File: src/rtl/hack_cpu_mc_if.sv
// Memory-side bus of the multi-cycle Hack CPU: one instruction fetch channel
// and one data channel. The CPU is the master; the memory system is the slave.
//
// Handshake (both channels): the master raises *_req together with address
// (and, for data writes, dmem_we/dmem_wdata) and holds all of them stable
// until it samples *_ack high on a rising edge. The slave pulses *_ack for
// one cycle; for reads *_rdata is valid in that same ack cycle. An ack seen
// while the matching request is low is ignored.
interface hack_cpu_mc_if #(
    parameter int WIDTH  = 16,
    parameter int ADDR_W = 15
);
    logic              imem_req;
    logic [ADDR_W-1:0] imem_addr;
    logic              imem_ack;
    logic [WIDTH-1:0]  imem_rdata;

    logic              dmem_req;
    logic              dmem_we;
    logic [ADDR_W-1:0] dmem_addr;
    logic [WIDTH-1:0]  dmem_wdata;
    logic              dmem_ack;
    logic [WIDTH-1:0]  dmem_rdata;

    modport master (
        output imem_req, imem_addr,
        input  imem_ack, imem_rdata,
        output dmem_req, dmem_we, dmem_addr, dmem_wdata,
        input  dmem_ack, dmem_rdata
    );

    modport slave (
        input  imem_req, imem_addr,
        output imem_ack, imem_rdata,
        input  dmem_req, dmem_we, dmem_addr, dmem_wdata,
        output dmem_ack, dmem_rdata
    );
endinterface

File: src/rtl/hack_cpu_mc.sv
// Multi-cycle Hack CPU with handshaked instruction and data memories.
// FSM: FETCH -> EXEC [-> MREAD -> EXEC] [-> MWRITE] -> FETCH.
// Optional feature: define HACK_CPU_MC_ILLEGAL_TRAP_EN to trap C-instructions
// whose IR[14:13] is not 2'b11 into a HALT state (sticky illegal flag).
// Without the macro IR[14:13] is ignored and illegal is tied low.
module hack_cpu_mc #(
    parameter int WIDTH  = 16,
    parameter int ADDR_W = 15
) (
    input  logic              clk,
    input  logic              reset,
    hack_cpu_mc_if.master     bus,
    output logic [ADDR_W-1:0] pc,
    output logic [WIDTH-1:0]  a_out,
    output logic [WIDTH-1:0]  d_out,
    output logic              retire,
    output logic              illegal,
    output logic [2:0]        state_dbg
);
    localparam logic [2:0] S_FETCH  = 3'd0;
    localparam logic [2:0] S_EXEC   = 3'd1;
    localparam logic [2:0] S_MREAD  = 3'd2;
    localparam logic [2:0] S_MWRITE = 3'd3;
    localparam logic [2:0] S_HALT   = 3'd4;

    logic [2:0]        state;
    logic [WIDTH-1:0]  ir;
    logic [WIDTH-1:0]  a_reg;
    logic [WIDTH-1:0]  d_reg;
    logic [WIDTH-1:0]  mdr;
    logic              mdr_valid;   // MDR holds the operand for the current IR
    logic [ADDR_W-1:0] waddr;
    logic [WIDTH-1:0]  wdata;

    logic [WIDTH-1:0]  alu_x;
    logic [WIDTH-1:0]  alu_y;
    logic [WIDTH-1:0]  alu_out;
    logic              zr;
    logic              ng;
    logic              jump;
    logic              illegal_op;

    // Hack ALU with x = D, y = A or M, plus the jump decision on zr/ng.
    always_comb begin
        alu_x = d_reg;
        alu_y = ir[12] ? mdr : a_reg;
        if (ir[11]) alu_x = '0;
        if (ir[10]) alu_x = ~alu_x;
        if (ir[9])  alu_y = '0;
        if (ir[8])  alu_y = ~alu_y;
        alu_out = ir[7] ? (alu_x + alu_y) : (alu_x & alu_y);
        if (ir[6])  alu_out = ~alu_out;
        zr   = (alu_out == '0);
        ng   = alu_out[WIDTH-1];
        jump = (ir[2] & ng) | (ir[1] & zr) | (ir[0] & ~ng & ~zr);
    end

`ifdef HACK_CPU_MC_ILLEGAL_TRAP_EN
    assign illegal_op = ir[WIDTH-1] & (ir[14:13] != 2'b11);
`else
    assign illegal_op = 1'b0;
`endif

    // Control sequencing and architectural register updates.
    always_ff @(posedge clk) begin
        if (reset) begin
            state     <= S_FETCH;
            pc        <= '0;
            a_reg     <= '0;
            d_reg     <= '0;
            ir        <= '0;
            mdr       <= '0;
            mdr_valid <= 1'b0;
            waddr     <= '0;
            wdata     <= '0;
            retire    <= 1'b0;
        end else begin
            retire <= 1'b0;
            case (state)
                S_FETCH: begin
                    if (bus.imem_ack) begin
                        ir        <= bus.imem_rdata;
                        mdr_valid <= 1'b0;
                        state     <= S_EXEC;
                    end
                end
                S_EXEC: begin
                    if (!ir[WIDTH-1]) begin
                        a_reg  <= {1'b0, ir[WIDTH-2:0]};
                        pc     <= pc + ADDR_W'(1);
                        retire <= 1'b1;
                        state  <= S_FETCH;
                    end else if (illegal_op) begin
                        state <= S_HALT;
                    end else if (ir[12] && !mdr_valid) begin
                        state <= S_MREAD;
                    end else begin
                        // Jump target and M address both use A before this update.
                        pc    <= jump ? a_reg[ADDR_W-1:0] : pc + ADDR_W'(1);
                        waddr <= a_reg[ADDR_W-1:0];
                        wdata <= alu_out;
                        if (ir[5]) a_reg <= alu_out;
                        if (ir[4]) d_reg <= alu_out;
                        if (ir[3]) begin
                            state <= S_MWRITE;
                        end else begin
                            retire <= 1'b1;
                            state  <= S_FETCH;
                        end
                    end
                end
                S_MREAD: begin
                    if (bus.dmem_ack) begin
                        mdr       <= bus.dmem_rdata;
                        mdr_valid <= 1'b1;
                        state     <= S_EXEC;
                    end
                end
                S_MWRITE: begin
                    if (bus.dmem_ack) begin
                        retire <= 1'b1;
                        state  <= S_FETCH;
                    end
                end
                S_HALT:  state <= S_HALT;
                default: state <= S_FETCH;
            endcase
        end
    end

`ifdef HACK_CPU_MC_ILLEGAL_TRAP_EN
    logic illegal_q;

    // Sticky trap flag, cleared only by reset.
    always_ff @(posedge clk) begin
        if (reset)                 illegal_q <= 1'b0;
        else if (state == S_HALT)  illegal_q <= 1'b1;
    end
    assign illegal = illegal_q;
`else
    assign illegal = 1'b0;
`endif

    assign bus.imem_req   = (state == S_FETCH);
    assign bus.imem_addr  = pc;
    assign bus.dmem_req   = (state == S_MREAD) || (state == S_MWRITE);
    assign bus.dmem_we    = (state == S_MWRITE);
    assign bus.dmem_addr  = (state == S_MWRITE) ? waddr : a_reg[ADDR_W-1:0];
    assign bus.dmem_wdata = wdata;

    assign a_out     = a_reg;
    assign d_out     = d_reg;
    assign state_dbg = state;
endmodule

File: src/flat_wrapper.sv
// flat-port wrapper written by rule: the top's interface ports become plain ports
module hack_cpu_mc_flat 
#(
    parameter int WIDTH  = 16,
    parameter int ADDR_W = 15
)
  (clk, reset, pc, a_out, d_out, retire, illegal, state_dbg, bus_imem_req, bus_imem_addr, bus_imem_ack, bus_imem_rdata, bus_dmem_req, bus_dmem_we, bus_dmem_addr, bus_dmem_wdata, bus_dmem_ack, bus_dmem_rdata);
  hack_cpu_mc_if #(.WIDTH(WIDTH), .ADDR_W(ADDR_W)) bus_i ();
  input  logic clk;
  input  logic reset;
  output logic [ADDR_W-1:0] pc;
  output logic [WIDTH-1:0] a_out;
  output logic [WIDTH-1:0] d_out;
  output logic retire;
  output logic illegal;
  output logic [2:0] state_dbg;
  output wire logic [$bits(bus_i.imem_req)-1:0] bus_imem_req;
  output wire logic [$bits(bus_i.imem_addr)-1:0] bus_imem_addr;
  input wire logic [$bits(bus_i.imem_ack)-1:0] bus_imem_ack;
  input wire logic [$bits(bus_i.imem_rdata)-1:0] bus_imem_rdata;
  output wire logic [$bits(bus_i.dmem_req)-1:0] bus_dmem_req;
  output wire logic [$bits(bus_i.dmem_we)-1:0] bus_dmem_we;
  output wire logic [$bits(bus_i.dmem_addr)-1:0] bus_dmem_addr;
  output wire logic [$bits(bus_i.dmem_wdata)-1:0] bus_dmem_wdata;
  input wire logic [$bits(bus_i.dmem_ack)-1:0] bus_dmem_ack;
  input wire logic [$bits(bus_i.dmem_rdata)-1:0] bus_dmem_rdata;
  assign bus_imem_req = bus_i.imem_req;
  assign bus_imem_addr = bus_i.imem_addr;
  assign bus_i.imem_ack = bus_imem_ack;
  assign bus_i.imem_rdata = bus_imem_rdata;
  assign bus_dmem_req = bus_i.dmem_req;
  assign bus_dmem_we = bus_i.dmem_we;
  assign bus_dmem_addr = bus_i.dmem_addr;
  assign bus_dmem_wdata = bus_i.dmem_wdata;
  assign bus_i.dmem_ack = bus_dmem_ack;
  assign bus_i.dmem_rdata = bus_dmem_rdata;
  hack_cpu_mc #(.WIDTH(WIDTH), .ADDR_W(ADDR_W)) u_core (.clk(clk), .reset(reset), .bus(bus_i), .pc(pc), .a_out(a_out), .d_out(d_out), .retire(retire), .illegal(illegal), .state_dbg(state_dbg));
endmodule
File: config.mk
export PLATFORM = sky130hd
export DESIGN_NAME = hack_cpu_mc_flat
export DESIGN_NICKNAME = d
export VERILOG_FILES = /design/src/rtl/hack_cpu_mc_if.sv /design/src/rtl/hack_cpu_mc.sv /design/src/flat_wrapper.sv
export SDC_FILE = /design/constraint.sdc
export NUM_CORES = 1
export LEC_CHECK = 0
export ABC_CLOCK_PERIOD_IN_PS = 5600
export CAP_MARGIN = 20
export CORE_MARGIN = 1.5
export CORE_UTILIZATION = 45
export DETAILED_ROUTE_END_ITERATION = 8
export PLACE_DENSITY_LB_ADDON = 0.3
export SLEW_MARGIN = 20
export SYNTH_ARGS = -nofsm -noshare
export SYNTH_HDL_FRONTEND = slang
export SYNTH_SLANG_ARGS = --single-unit
File: constraint.sdc
create_clock -name clk -period 5.6 [get_ports clk]
set_input_delay 0.84 -clock clk [delete_from_list [all_inputs] [get_ports clk]]
set_output_delay 0.84 -clock clk [all_outputs]
set_load 0.02 [all_outputs]
**Word-level counts from Yosys, hierarchy flattened**

Index checks and enable logic that the tools add are counted.

- Add/sub/neg operators: 2
- Equality and inequality tests: 9
- Multiplexer cells: 29
- Bitwise gates (word level): 13
- Reduce and logical (&&, ||, !) cells: 14

Operators by type and width:

| kind | number |
|---|---|
| $mux 16 | 10 |
| $mux 15 | 4 |
| $not 16->16 | 3 |
| $add 16x16->16 | 1 |
| $and 16x16->16 | 1 |
| $logic_not 16->1 | 1 |
| $add 15x1->15 const B | 1 |
| $mux 3 | 5 |
| $pmux 3 s5 | 1 |
| $reduce_and 3->1 | 4 |
| $eq 3x2->1 const B | 2 |
| $mux 1 | 6 |
| $ne 2x2->1 const B | 3 |
| $reduce_and 2->1 | 3 |
| $and 1x1->1 | 4 |
| $ne 2x1->1 const B | 2 |
| $pmux 1 s2 | 2 |
| $reduce_and 4->1 | 1 |
| $eq 3x1->1 const B | 1 |
| $eq 3x3->1 const B | 1 |
| $logic_not 3->1 | 1 |
| $not 1->1 | 3 |
| $mux 2 | 1 |
| $or 1x1->1 | 2 |
| other kinds (4) | 4 |

- Register bits: 115
- Input port bits: 36
- Output and inout port bits: 101

**Longest topological paths before layout**

Gate-level depths: netlist (run 1).

- Word-level depth: 15
- Depth in mapped cells: 20
- Depth with buffers taken out: 16

**Worst setup path after synthesis (run 1)**

Ideal clock, no wire load.

- Path kind: register -> register
- Start: reg u_core.ir[12]
- End: reg u_core.pc[7], in the netlist u_core.bus.imem_addr[7]
- Arrival: 4.593 ns
- Setup slack: 0.933 ns
- Cell stages (with the launch flop): 20
- Path buffers: 4
- Period minus slack after synthesis: 4.667 ns
- Cell sequence: dfxtp_1 clkbuf_1 buf_1 mux2i_1 nor2_1 xor2_1 ha_1 a211oi_2 nor2_1 o31ai_1 xor2_1 or4_1 nor4_1 nand4bb_1 o31a_1 o311a_1 buf_6 buf_6 o21bai_1 a31oi_1

- Word-level cells in the longest chain between the ends: 15
- Elaborated cells between the ends (all ways): 24

Ends and longest elaborated chain:

| what | RTL line | text |
|---|---|---|
| start, declared | hack_cpu_mc.sv:27 | `logic [WIDTH-1:0] ir;` |
| start signal, assigned | hack_cpu_mc.sv:82 | `ir <= bus.imem_rdata;` |
| $mux 16 | hack_cpu_mc.sv:46 | `alu_y = ir[12] ? mdr : a_reg;` |
| $mux 16 | hack_cpu_mc.sv:49 | `if (ir[9]) alu_y = '0;` |
| $not 16->16 | hack_cpu_mc.sv:50 | `if (ir[8]) alu_y = ~alu_y;` |
| $mux 16 | hack_cpu_mc.sv:50 |  |
| $add 16x16->16 / $and 16x16->16 (equally long branches) | hack_cpu_mc.sv:51 | `alu_out = ir[7] ? (alu_x + alu_y) : (alu_x & alu_y);` |
| $mux 16 | hack_cpu_mc.sv:51 |  |
| $not 16->16 | hack_cpu_mc.sv:52 | `if (ir[6]) alu_out = ~alu_out;` |
| $mux 16 | hack_cpu_mc.sv:52 |  |
| $logic_not 16->1 / $not 1->1 (equally long branches) | hack_cpu_mc.sv:53, hack_cpu_mc.sv:55 |  |
| $and 1x1->1 / $not 1->1 (equally long branches) | hack_cpu_mc.sv:55 | `jump = (ir[2] & ng) \| (ir[1] & zr) \| (ir[0] & ~ng & ~zr);` |
| $or 1x1->1 / $and 1x1->1 (equally long branches) | hack_cpu_mc.sv:55 |  |
| $or 1x1->1 | hack_cpu_mc.sv:55 |  |
| $mux 15 | hack_cpu_mc.sv:99 | `pc <= jump ? a_reg[ADDR_W-1:0] : pc + ADDR_W'(1);` |
| $mux 15 | hack_cpu_mc.sv:95 | `end else if (ir[12] && !mdr_valid) begin` |
| $mux 15 | hack_cpu_mc.sv:88 | `if (!ir[WIDTH-1]) begin` |
| end signal, assigned | hack_cpu_mc.sv:90 | `pc <= pc + ADDR_W'(1);` |
| end signal, assigned | hack_cpu_mc.sv:99 |  |
| end, declared | hack_cpu_mc.sv:13 | `output logic [ADDR_W-1:0] pc,` |

Parallel ways exist; a longest one is shown, timed or not. The select of a mux whose other input is x is not followed.
A chain may end at the register's enable or synchronous reset.

**Final worst setup path (run 1)**

- Start: reg u_core.ir[12]
- End: reg u_core.pc[0], in the netlist u_core.bus.imem_addr[0]

The elaborated chain is that of the path after synthesis.

==> flow_summary_export.csv, run 1 <==
group,metric,value,unit
sta,worstMarginPinSlew,0.873,ns
die,initial_core_util,0.459,
synth,synth_top_family_by_area,"simple AND/OR/NAND/NOR gates",
global_route,grt_pass1_wl,32.4,mm
clock_tree,cts_root_buf,"clkbuf_16",
critical_path,worst_setup_path_start_kind,"register",
min_path,min_to,"u_core.waddr[3]$_SDFFE_PP0P_",
critical_path,max_stage_delay,0.75,ns
cells_and_area,fin_nets,1058,
sta,layout_min_cycle_time,5.12,ns
critical_path,cp_cell_sequence,"buf_4 > mux2i_1 > nor2_1 > xor2_1 > ha_1 > nand3_1 > o311ai_4 > a2111oi_4 > o31ai_4 > xnor2_1 > mux2i_1 > xnor2_1 > o31a_1 > o311a_1 > buf_4 > nand3_1 > a31oi_1",
clock_tree,path_clk_slew,0.06,ns
route,wl_met1,8.97,mm
min_path,hold_start,"u_core.waddr[3]$_SDFFE_PP0P_",
route,via_count,6775,
cells_and_area,area_growth,27.8,%
sta,hold_viol,0,
synth,post-synth-top-count-cell,"nand2_1",
cells_and_area,drive_gt1_frac,0.0728,
route,firstDrtPassIters,5,
global_route,grt_pass1_vias,6201,
synth,ys_seq_area_frac,0.331,
route,wire_per_inst,16.8,um
route,drc,0,
die,die_h,127,um
clock_tree,ctsResizeCount,0,
clock_tree,tritoncts,"done",
global_route,antenna_found_initial,0,
critical_path,cpMaxStageDelayCell,"o311a_1",
pwr,p_leak,3.20,nW
synth,synthCells,915,
sta,drv_slew,0,
synth,synth-edff-count,0,
synth,netlist_area,0.00695,mm2
synth,synth.distinct_cells,61,
die,core-area,0.0151,mm2
synth,synth_fa_ha_area_frac,0.0335,
critical_path,cp.arrival,5.47,ns
route,dr.max_layer_used,"met4",
route,wl_met2,9.67,mm
synth,ys_ff_latch,115,
synth,ys_async_sr_fraction,0,
synth,synth-compound-area-share,0.187,
sta,fin_ws,0.476,ns
cells_and_area,utilization,0.587,
clock_tree,hold_buffers,0,
critical_path,regToRegStartpoint,"u_core.ir[12]$_SDFFE_PP0P_",
route,wl_met3,1.15,mm
critical_path,crit_path_end_kind,"register",
global_route,grt_max_degree,64,
global_route,grt_overflow,0,
die,dieArea,0.0162,mm2
critical_path,r2r_cells,17,
placed_design,gp_congestion,0.950,
critical_path,worstSetupPathType,"register to register",
route,first_iter_violations,543,
critical_path,rrSetupSlack,0.48,ns
synth,synth.yosys.warnings,0,
critical_path,cp_max_fo,24,
placed_design,dp_hpwl,14.2,mm
clock_tree,postCtsSetupBuffers,0,
synth,synth_common_cells,"nand2_1, dfxtp_1, a21oi_1",
sta,relSlewSlack,0.418,
min_path,worstHoldPathCells,2,
synth,yosys.area.top_type,"dfxtp_1",
synth,ys.flop_type,"dfxtp_1",
die,fp-row-count,45,
status,outcome,"finished, final reports clean",
sta,min_period_over_period,0.915,
route,routed_via_density,5.62,
sta,rsz0062_at_grt,"no",
clock_tree,clk-insertion-delay-late,0.42,ns
route,wirelength,20.2,mm
critical_path,reg2reg_to,"u_core.bus.imem_addr[0]$_SDFFE_PP0P_",
sta,setup_tns,0,ns
global_route,track_usage,0.253,
clock_tree,clkSinkCount,115,
synth,synth_top_area_frac,0.331,
pwr,powerDensity,272,mW/mm2
synth,synth-simple-area-share,0.259,
clock_tree,htree_levels,4,
synth,avgSynthCellArea,7.60,um2
die,ios,137,
die,die_w,127,um
clock_tree,clk_path_buf_depth,2,
sta,max_freq,195,MHz
placed_design,io_buffers,135,
sta,finClkSkew,0.00595,ns
min_path,min-delay-path-class,"register to register",
cells_and_area,num_antenna_cells,0,
placed_design,pre_cts_slack,0.549,ns
sta,setup_viol,0,
clock_tree,cts_buffers,17,
pwr,peakVddDrop,0.199,mV
route,postRouteAntennaNets,0,
synth,muxShareOfSynthArea,0.0718,
synth,synth_xor_area_frac,0.0592,
critical_path,crit_required,5.95,ns
synth,synthTopCellsByArea,"dfxtp_1, nand2_1, a21oi_1",
synth,syn_nets,969,
job,drv_cap,0,
per-stage QoR:
| stage | total power (W) | hold WS (ns) | cells | instance area, um2 |
|---|---|---|---|---|
| 2_1_floorplan | 0.00118 | 0.433 | 915 | 6950 |
| 3_3_place_gp | 0.00134 | 0.439 | 1173 | 8290 |
| 3_5_place_dp | 0.00135 | 0.443 | 1173 | 8290 |
| 4_1_cts | 0.00242 | 0.453 | 1205 | 8880 |
| 5_1_grt | 0.00251 | 0.471 | 1205 | 8890 |
| 6_report | 0.00242 | 0.450 | 1205 | 8890 |
per-layer routing:
metal,vias to the layer above,GRT usage
met2,227,0.416
met5,-,0
li1,3333,-
met1,3179,0.329
met4,0,0.0876
met3,36,0.0536
worst max path at each step:
stage | from | endpoint | slack [ns]
detailed placement | u_core.ir[12]$_SDFFE_PP0P_ | u_core.bus.imem_addr[4]$_SDFFE_PP0P_ | 0.55
finish | u_core.ir[12]$_SDFFE_PP0P_ | u_core.bus.imem_addr[0]$_SDFFE_PP0P_ | 0.48
floorplan | u_core.ir[12]$_SDFFE_PP0P_ | u_core.bus.imem_addr[7]$_SDFFE_PP0P_ | 0.93
global route | u_core.ir[12]$_SDFFE_PP0P_ | u_core.bus.imem_addr[3]$_SDFFE_PP0P_ | 0.08
global placement | u_core.ir[12]$_SDFFE_PP0P_ | u_core.bus.imem_addr[0]$_SDFFE_PP0P_ | 0.69
CTS | u_core.ir[12]$_SDFFE_PP0P_ | u_core.bus.imem_addr[4]$_SDFFE_PP0P_ | 0.51
cells by family (layout without fill, tap and decap cells):
group | after synthesis | after routing
buf+inv | 86 | 188
mux | 48 | 48
xor+xnor | 47 | 47
other cells | 1 | 1
simple gates | 398 | 398
compound gates | 202 | 202
flops | 115 | 115
fa+ha+maj | 18 | 18
flip-flops by register name, indices dropped and copies added (netlist names):
| name | cells |
|---|---|
| u_core.mdr_valid | 1 |
| u_core.state_dbg | 3 |
| u_core.ir | 16 |
| u_core.d_out | 16 |
| u_core.bus.dmem_wdata | 16 |
| u_core.waddr | 15 |
| u_core.mdr | 16 |
| u_core.bus.imem_addr | 15 |
| u_core.retire | 1 |
| u_core.a_out | 16 |
cell type report:
cell class,count,area [um2]
Tap cell,188,235
Multi-Input combinational cell,714,4260
Clock inverter,9,103
Fill cell,1385,6260
Inverter,3,11.3
Sequential cell,115,2300
Timing Repair Buffer,153,1480
Clock buffer,23,488
critical path, delay by kind of cell, from the launching register on:
kind / cells / cell delay, ns
AND/OR/NAND/NOR: 3 / 0.32
flip-flops: 1 / 0.45
multiplexers: 2 / 0.34
XOR/XNOR: 3 / 0.86
adder cells (fa/ha/maj): 1 / 0.37
buffers and inverters: 2 / 0.59
AO/OA/AOI/OAI: 6 / 2.10
where the power goes:
group	internal, W	switching (W)
registers	0.000842	0.0000378
clock network	0.000698	0.000385
logic	0.000189	0.000269
placed cells by master, fill, tap and decap left out, drive strengths merged, types with 3 or more instances in the layout:
cell type and instances:
nor2b 8, clkdlybuf4s50 134, dfxtp 115, and2 6
nand4 3, o21ai 13, nor2 73, ha 17
a31oi 17, inv 3, a21oi 98, o211ai 8
clkbuf 23, and3 11, o31ai 4, a211oi 26
nand2 202, nand3 25, nor4b 3, buf 19
mux2i 33, clkinv 7, nor3b 3, a21o 13
nor3 7, xnor2 24, xor2 23, or3 7
nor4 5, nand3b 8, nand2b 29, o21bai 3
mux2 15
No activity file was read; power rests on OpenSTA's default activity.
==> run 2, diff against run 1 <==
--- a/config.mk
+++ b/config.mk
@@ -5,8 +5,9 @@
 export SDC_FILE = /design/constraint.sdc
 export NUM_CORES = 1
 export LEC_CHECK = 0
+export ABC_AREA = 1
 export ABC_CLOCK_PERIOD_IN_PS = 5600
-export CAP_MARGIN = 20
+export CAP_MARGIN = 5
 export CORE_MARGIN = 1.5
 export CORE_UTILIZATION = 45
 export DETAILED_ROUTE_END_ITERATION = 8
==> run 2 against run 1 <==
Net effect:
- count of clock-buffer cells in the layout decreased by 2
- hold slack improved by 0.011 ns
- routed wire length increased by 14%
- clock skew increased by 0.0046 ns
- cell area increased by 6.1%
- final cell count increased by 19%
- critical path type unchanged
- critical endpoint is now u_core.bus.imem_addr[2]$_SDFFE_PP0P_
==> flow_summary_export.csv, run 2 <==
group,metric,value,unit
placed_design,gp_congestion,0.969,
route,via_count,7558,
clock_tree,path_clk_slew,0.05,ns
die,die_w,133,um
cells_and_area,final_common_cell,"nand2_1",
critical_path,crit_path_end_kind,"register",
min_path,min-delay-path-class,"register to register",
route,first_iter_violations,744,
synth,synthTopCellsByArea,"dfxtp_1, nand2_1, inv_1",
critical_path,critPathTopFamily,"simple AND/OR/NAND/NOR gates",
route,wire_per_inst,16.0,um
global_route,grt_pass1_vias,6773,
die,die_h,133,um
cells_and_area,drive_gt1_frac,0.105,
pwr,peakVddDrop,0.235,mV
synth,yosys.area.top_type,"dfxtp_1",
placed_design,dp_hpwl,16.8,mm
sta,worstMarginPinSlew,1.02,ns
sta,drv_slew,0,
clock_tree,cts_buffers,17,
critical_path,path_buf_inv,0,
clock_tree,clkSinkCount,115,
global_route,grt_pass1_wl,36.1,mm
global_route,grt_max_degree,64,
global_route,track_usage,0.260,
synth,synthCells,1121,
synth,ys.flop_type,"dfxtp_1",
sta,hold_viol,0,
cells_and_area,final_cell_mix,"nand2_1, inv_1, clkdlybuf4s50_1",
clock_tree,postCtsSetupBuffers,0,
critical_path,crit_required,5.85,ns
critical_path,worstSetupPathType,"register to register",
synth,synth_top_area_frac,0.302,
global_route,antenna_found_initial,0,
synth,synth-edff-count,0,
critical_path,cp_cell_sequence,"o21ai_0 > xor2_1 > ha_1 > fa_1 > nand2_2 > nand2_2 > nand3_2 > nand2_1 > nand2_1 > nand3_1 > nand3_1 > nand2_2 > nor2_1 > nand3_2 > nor2_4 > nand2_1 > nand2_2 > nand3_4 > nand2_4 > nand2_1 > nand3_1 > a21oi_1",
job,drv_cap,0,
critical_path,cp_max_fo,34,
clock_tree,cts_root_buf,"clkbuf_16",
route,wirelength,23.0,mm
die,ios,137,
route,routed_via_density,5.25,
critical_path,max_stage_delay,0.92,ns
cells_and_area,area_growth,23.6,%
critical_path,cp.arrival,4.59,ns
pwr,powerDensity,297,mW/mm2
die,dieArea,0.0177,mm2
sta,layout_min_cycle_time,4.34,ns
status,outcome,"finished, final reports clean",
pwr,p_leak,4.03,nW
route,firstDrtPassIters,5,
synth,ys_ff_latch,115,
synth,ys_async_sr_fraction,0,
die,fp-row-count,47,
clock_tree,clk_path_buf_depth,2,
placed_design,place_inst,1407,
route,postRouteAntennaNets,0,
synth,netlist_area,0.00763,mm2
cells_and_area,fin_cells,1439,
clock_tree,ctsResizeCount,0,
cells_and_area,fin_nets,1260,
synth,ys_seq_area_frac,0.302,
global_route,grt_overflow,0,
clock_tree,tritoncts,"done",
synth,synth_common_cells,"nand2_1, inv_1, dfxtp_1",
synth,synth.yosys.warnings,0,
sta,relSlewSlack,0.320,
critical_path,worst_setup_path_start_kind,"register",
critical_path,cpMaxStageDelayCell,"dfxtp_1",
synth,syn_nets,1175,
die,initial_core_util,0.460,
sta,max_freq,231,MHz
sta,setup_viol,0,
sta,setup_tns,0,ns
sta,finClkSkew,0.0106,ns
clock_tree,htree_levels,4,
die,core-area,0.0166,mm2
synth,post-synth-top-count-cell,"nand2_1",
clock_tree,clk-insertion-delay-late,0.42,ns
sta,rsz0062_at_grt,"no",
synth,avgSynthCellArea,6.81,um2
cells_and_area,fillCellCount,1580,
cells_and_area,num_antenna_cells,0,
synth,synth.distinct_cells,38,
route,drc,0,
placed_design,io_buffers,135,
sta,min_period_over_period,0.774,
clock_tree,hold_buffers,0,
-- run 2: cell count changes after synthesis, sizes merged, moves of 23 or more --
cell / previous run / this run
inv: 3 / 156
a211oi: 26 / 3
nor2: 73 / 45
o21ai: 13 / 84
nand2: 202 / 291
nand3: 25 / 120
nand2b: 29 / 0
mux2i: 33 / 0
-- run 2: stage by stage --
step | instance area (um2) | total power, W | setup slack, ns | utilization | hold WS, ns
2_1_floorplan | 7630 | 0.00145 | 2.20 | - | 0.430
3_3_place_gp | 8820 | 0.00167 | 1.50 | 0.532 | 0.449
3_5_place_dp | 8820 | 0.00167 | 1.38 | 0.532 | 0.450
4_1_cts | 9430 | 0.00280 | 1.32 | 0.569 | 0.463
5_1_grt | 9430 | 0.00293 | 0.845 | 0.569 | 0.476
6_report | 9430 | 0.00280 | 1.26 | 0.569 | 0.461
-- run 2: routing by layer --
layer | up-vias | wire length, um | GRT usage
met5 | - | 0 | 0
met4 | 0 | 612 | 0.0942
met3 | 40 | 1730 | 0.0594
met2 | 311 | 10200 | 0.400
met1 | 3437 | 10400 | 0.357
li1 | 3770 | - | -
-- run 2: worst paths after layout --
kind	from	endpoint	slack [ns]	depth (start not counted)
hold reg to reg	u_core.mdr[5]$_SDFFE_PP0P_	u_core.mdr[5]$_SDFFE_PP0P_	0.46	2
setup reg to reg	u_core.ir[12]$_SDFFE_PP0P_	u_core.bus.imem_addr[2]$_SDFFE_PP0P_	1.26	22
hold / removal	u_core.mdr[5]$_SDFFE_PP0P_	u_core.mdr[5]$_SDFFE_PP0P_	0.46	2
setup / recovery	u_core.ir[12]$_SDFFE_PP0P_	u_core.bus.imem_addr[2]$_SDFFE_PP0P_	1.26	22
-- run 2: cells by family (layout without fill, tap and decap cells) --
logic type,after synthesis,in the layout,share of synthesized area
and+or+nand+nor,474,474,0.298
AOI/OAI and AO/OA,232,232,0.171
buffers and inverters,232,330,0.140
DFF,115,115,0.302
xor gates and xnor gates,49,49,0.0582
adders and majority gates,18,18,0.0305
other,1,1,0.000492
-- run 2: where the power goes --
group,total (W),switching (W),internal (W)
Clock,0.00113,0.000378,0.000751
Sequential,0.000907,0.0000502,0.000857
Combinational,0.000767,0.000500,0.000267
Total,0.00280,0.000929,0.00187
-- run 2: cell type report --
cell class | instances | area, um2 | share of cell area
Multi-Input combinational cell | 774 | 4260 | 0.452
Sequential cell | 115 | 2300 | 0.244
Timing Repair Buffer | 140 | 1380 | 0.147
Inverter | 158 | 593 | 0.0629
Clock buffer | 21 | 450 | 0.0478
Tap cell | 220 | 275 | 0.0292
Clock inverter | 11 | 159 | 0.0169
-- run 2: worst reg2reg max path, cell delays in order, from the launching register on --
cell     delay (ns)
dfxtp_1        0.92
o21ai_0        0.24
xor2_1         0.19
ha_1           0.30
fa_1           0.46
nand2_2        0.10
nand2_2        0.09
nand3_2        0.11
nand2_1        0.08
nand2_1        0.07
nand3_1        0.06
nand3_1        0.10
nand2_2        0.14
nor2_1         0.18
nand3_2        0.11
nor2_4         0.10
nand2_1        0.07
nand2_2        0.08
nand3_4        0.17
nand2_4        0.34
nand2_1        0.11
nand3_1        0.09
a21oi_1        0.06
==> run 3, diff against run 2 <==
--- a/config.mk
+++ b/config.mk
@@ -6,7 +6,7 @@
 export NUM_CORES = 1
 export LEC_CHECK = 0
 export ABC_AREA = 1
-export ABC_CLOCK_PERIOD_IN_PS = 5600
+export ABC_CLOCK_PERIOD_IN_PS = 4100
 export CAP_MARGIN = 5
 export CORE_MARGIN = 1.5
 export CORE_UTILIZATION = 45
==> constraint.sdc (replaced) <==
create_clock -name clk -period 4.1 [get_ports clk]
set_input_delay 0.615 -clock clk [delete_from_list [all_inputs] [get_ports clk]]
set_output_delay 0.615 -clock clk [all_outputs]
set_load 0.02 [all_outputs]
==> run 3 against run 2 <==
Net effect:
- non-clock buffer count up 14
- fmax rose by 14%
- register-to-register slack worse by 0.95 ns
- power grew 34%
- die area is the same
- highest routed layer unchanged
- final cell count grew 0.83%
==> flow_summary_export.csv, run 3 (synthesis gave the netlist of run 2 again) <==
group,metric,value,unit
route,firstDrtPassIters,8,
global_route,antenna_found_initial,0,
critical_path,cpMaxStageDelayCell,"ha_1",
cells_and_area,num_antenna_cells,0,
critical_path,path_buf_inv,2,
clock_tree,postCtsSetupBuffers,0,
cells_and_area,final_cell_mix,"nand2_1, inv_1, clkdlybuf4s50_1",
critical_path,critPathTopFamily,"simple AND/OR/NAND/NOR gates",
global_route,grt_pass1_wl,36.1,mm
min_path,min-delay-path-class,"register to register",
die,die_w,133,um
pwr,p_leak,4.08,nW
clock_tree,clk-insertion-delay-late,0.42,ns
critical_path,worstSetupPathType,"register to register",
sta,finClkSkew,0.0104,ns
global_route,grt_pass1_vias,6838,
cells_and_area,drive_gt1_frac,0.116,
route,wirelength,23.1,mm
die,fp-row-count,47,
global_route,track_usage,0.259,
min_path,hold_start,"u_core.ir[13]$_SDFFE_PP0P_",
critical_path,cp-startpoint,"u_core.ir[9]$_SDFFE_PP0P_",
critical_path,cp_cell_sequence,"buf_4 > a21oi_1 > o21ai_0 > xor2_1 > ha_1 > nand2_2 > nor2_2 > nand3_2 > nand3_1 > nand2_1 > nand3_1 > nand3_1 > nand2_4 > nand3_1 > nor2_4 > nand2_1 > nand2_2 > nand3_4 > nand2_4 > nor2_1 > o21ai_0 > inv_1",
die,dieArea,0.0177,mm2
critical_path,cpMostUsedCell,"nand3_1",
critical_path,cp.depth,22,
clock_tree,clkSinkCount,115,
route,wire_per_inst,15.9,um
die,initial_core_util,0.460,
clock_tree,cts_root_buf,"clkbuf_16",
critical_path,crit_required,4.41,ns
clock_tree,htree_levels,4,
sta,max_freq,264,MHz
placed_design,gp_congestion,0.947,
clock_tree,cts_buffers,17,
sta,min_period_over_period,0.924,
critical_path,worst_setup_path_start_kind,"register",
critical_path,r2r_cells,22,
global_route,grt_max_degree,70,
cells_and_area,final_common_cell,"nand2_1",
sta,rsz0062_at_grt,"no",
sta,setup_tns,0,ns
critical_path,cp.arrival,4.10,ns
pwr,powerDensity,396,mW/mm2
clock_tree,hold_buffers,0,
pwr,peakVddDrop,0.298,mV
die,die_h,133,um
sta,setup_viol,0,
sta,relSlewSlack,0.314,
sta,drv_slew,0,
sta,layout_min_cycle_time,3.79,ns
sta,hold_viol,0,
clock_tree,path_clk_slew,0.05,ns
job,drv_cap,0,
critical_path,cp_max_fo,16,
cells_and_area,fin_nets,1274,
die,core-area,0.0166,mm2
route,via_count,7572,
cells_and_area,fin_cells,1451,
route,routed_via_density,5.22,
critical_path,regToRegStartpoint,"u_core.ir[9]$_SDFFE_PP0P_",
critical_path,crit_path_end_kind,"register",
clock_tree,tritoncts,"done",
route,first_iter_violations,665,
critical_path,reg2reg_to,"u_core.bus.imem_addr[0]$_SDFFE_PP0P_",
placed_design,dp_hpwl,17.1,mm
route,drc,0,
clock_tree,clk_path_buf_depth,2,
placed_design,io_buffers,135,
critical_path,rrSetupSlack,0.31,ns
route,postRouteAntennaNets,0,
cells_and_area,area_growth,24.6,%
sta,worstMarginPinSlew,1.03,ns
die,ios,137,
critical_path,cp-endpoint,"u_core.bus.imem_addr[0]$_SDFFE_PP0P_",
placed_design,place_inst,1421,
critical_path,max_stage_delay,0.44,ns
status,outcome,"finished, final reports clean",
global_route,grt_overflow,0,
## run 3: cell types whose count changed in the layout (fill, tap and decap cells not counted), sizes merged
cell / change
clkinv: -3
buf: +14
clkinvlp: +3
bufinv: -2
## run 3: how the worst min path moves through the flow
| stage | end | cells after the start | slack (ns) |
|---|---|---|---|
| floorplan | u_core.mdr[10]$_SDFFE_PP0P_ | 2 | 0.43 |
| global placement | u_core.mdr[3]$_SDFFE_PP0P_ | 2 | 0.45 |
| CTS | u_core.mdr[4]$_SDFFE_PP0P_ | 2 | 0.47 |
| finish | u_core.ir[13]$_SDFFE_PP0P_ | 2 | 0.47 |
| global route | u_core.mdr[4]$_SDFFE_PP0P_ | 2 | 0.48 |
| detailed placement | u_core.mdr_valid$_SDFFE_PP0P_ | 2 | 0.46 |
## run 3: per-stage QoR
step / total power, W / worst slack [ns] / hold WS, ns / util / area, um2
global route: 0.00392 / 0.0352 / 0.481 / 0.573 / 9500
global placement: 0.00231 / 0.345 / 0.449 / 0.538 / 8920
detailed placement: 0.00231 / 0.323 / 0.457 / 0.538 / 8920
floorplan: 0.00198 / 0.698 / 0.430 / - / 7630
finish: 0.00376 / 0.311 / 0.471 / 0.573 / 9500
CTS: 0.00375 / 0.279 / 0.467 / 0.573 / 9500
## run 3: per-layer routing
layer / GRT usage / part of all wire
met5: 0 / 0
met4: 0.0888 / 0.021
met3: 0.0392 / 0.060
met2: 0.407 / 0.45
met1: 0.365 / 0.47
## run 3: power breakdown
part / internal, W / switching [W]
registers: 0.00117 / 0.0000536
clock network: 0.000931 / 0.000517
logic: 0.000382 / 0.000704
total: 0.00248 / 0.00127
## run 3: worst min-delay path, delay by kind of cell (launching register included)
family	cells	cell delay, ns
simple gates	1	0.06
compound gates	1	0.05
flops	1	0.31
## run 3: timing repair
action / 4_1_cts / 5_1_grt
setup endpoints to repair: 0 / 3
hold endpoints to repair: 0 / 0
resized for setup: 0 / 1
## run 3: final cells by class
type	count	area [um2]
Clock inverter	9	106
Multi-Input combinational cell	774	4260
Tap cell	220	275
Clock buffer	21	470
Timing Repair Buffer	154	1490
Inverter	158	593
Fill cell	1583	7080
Sequential cell	115	2300
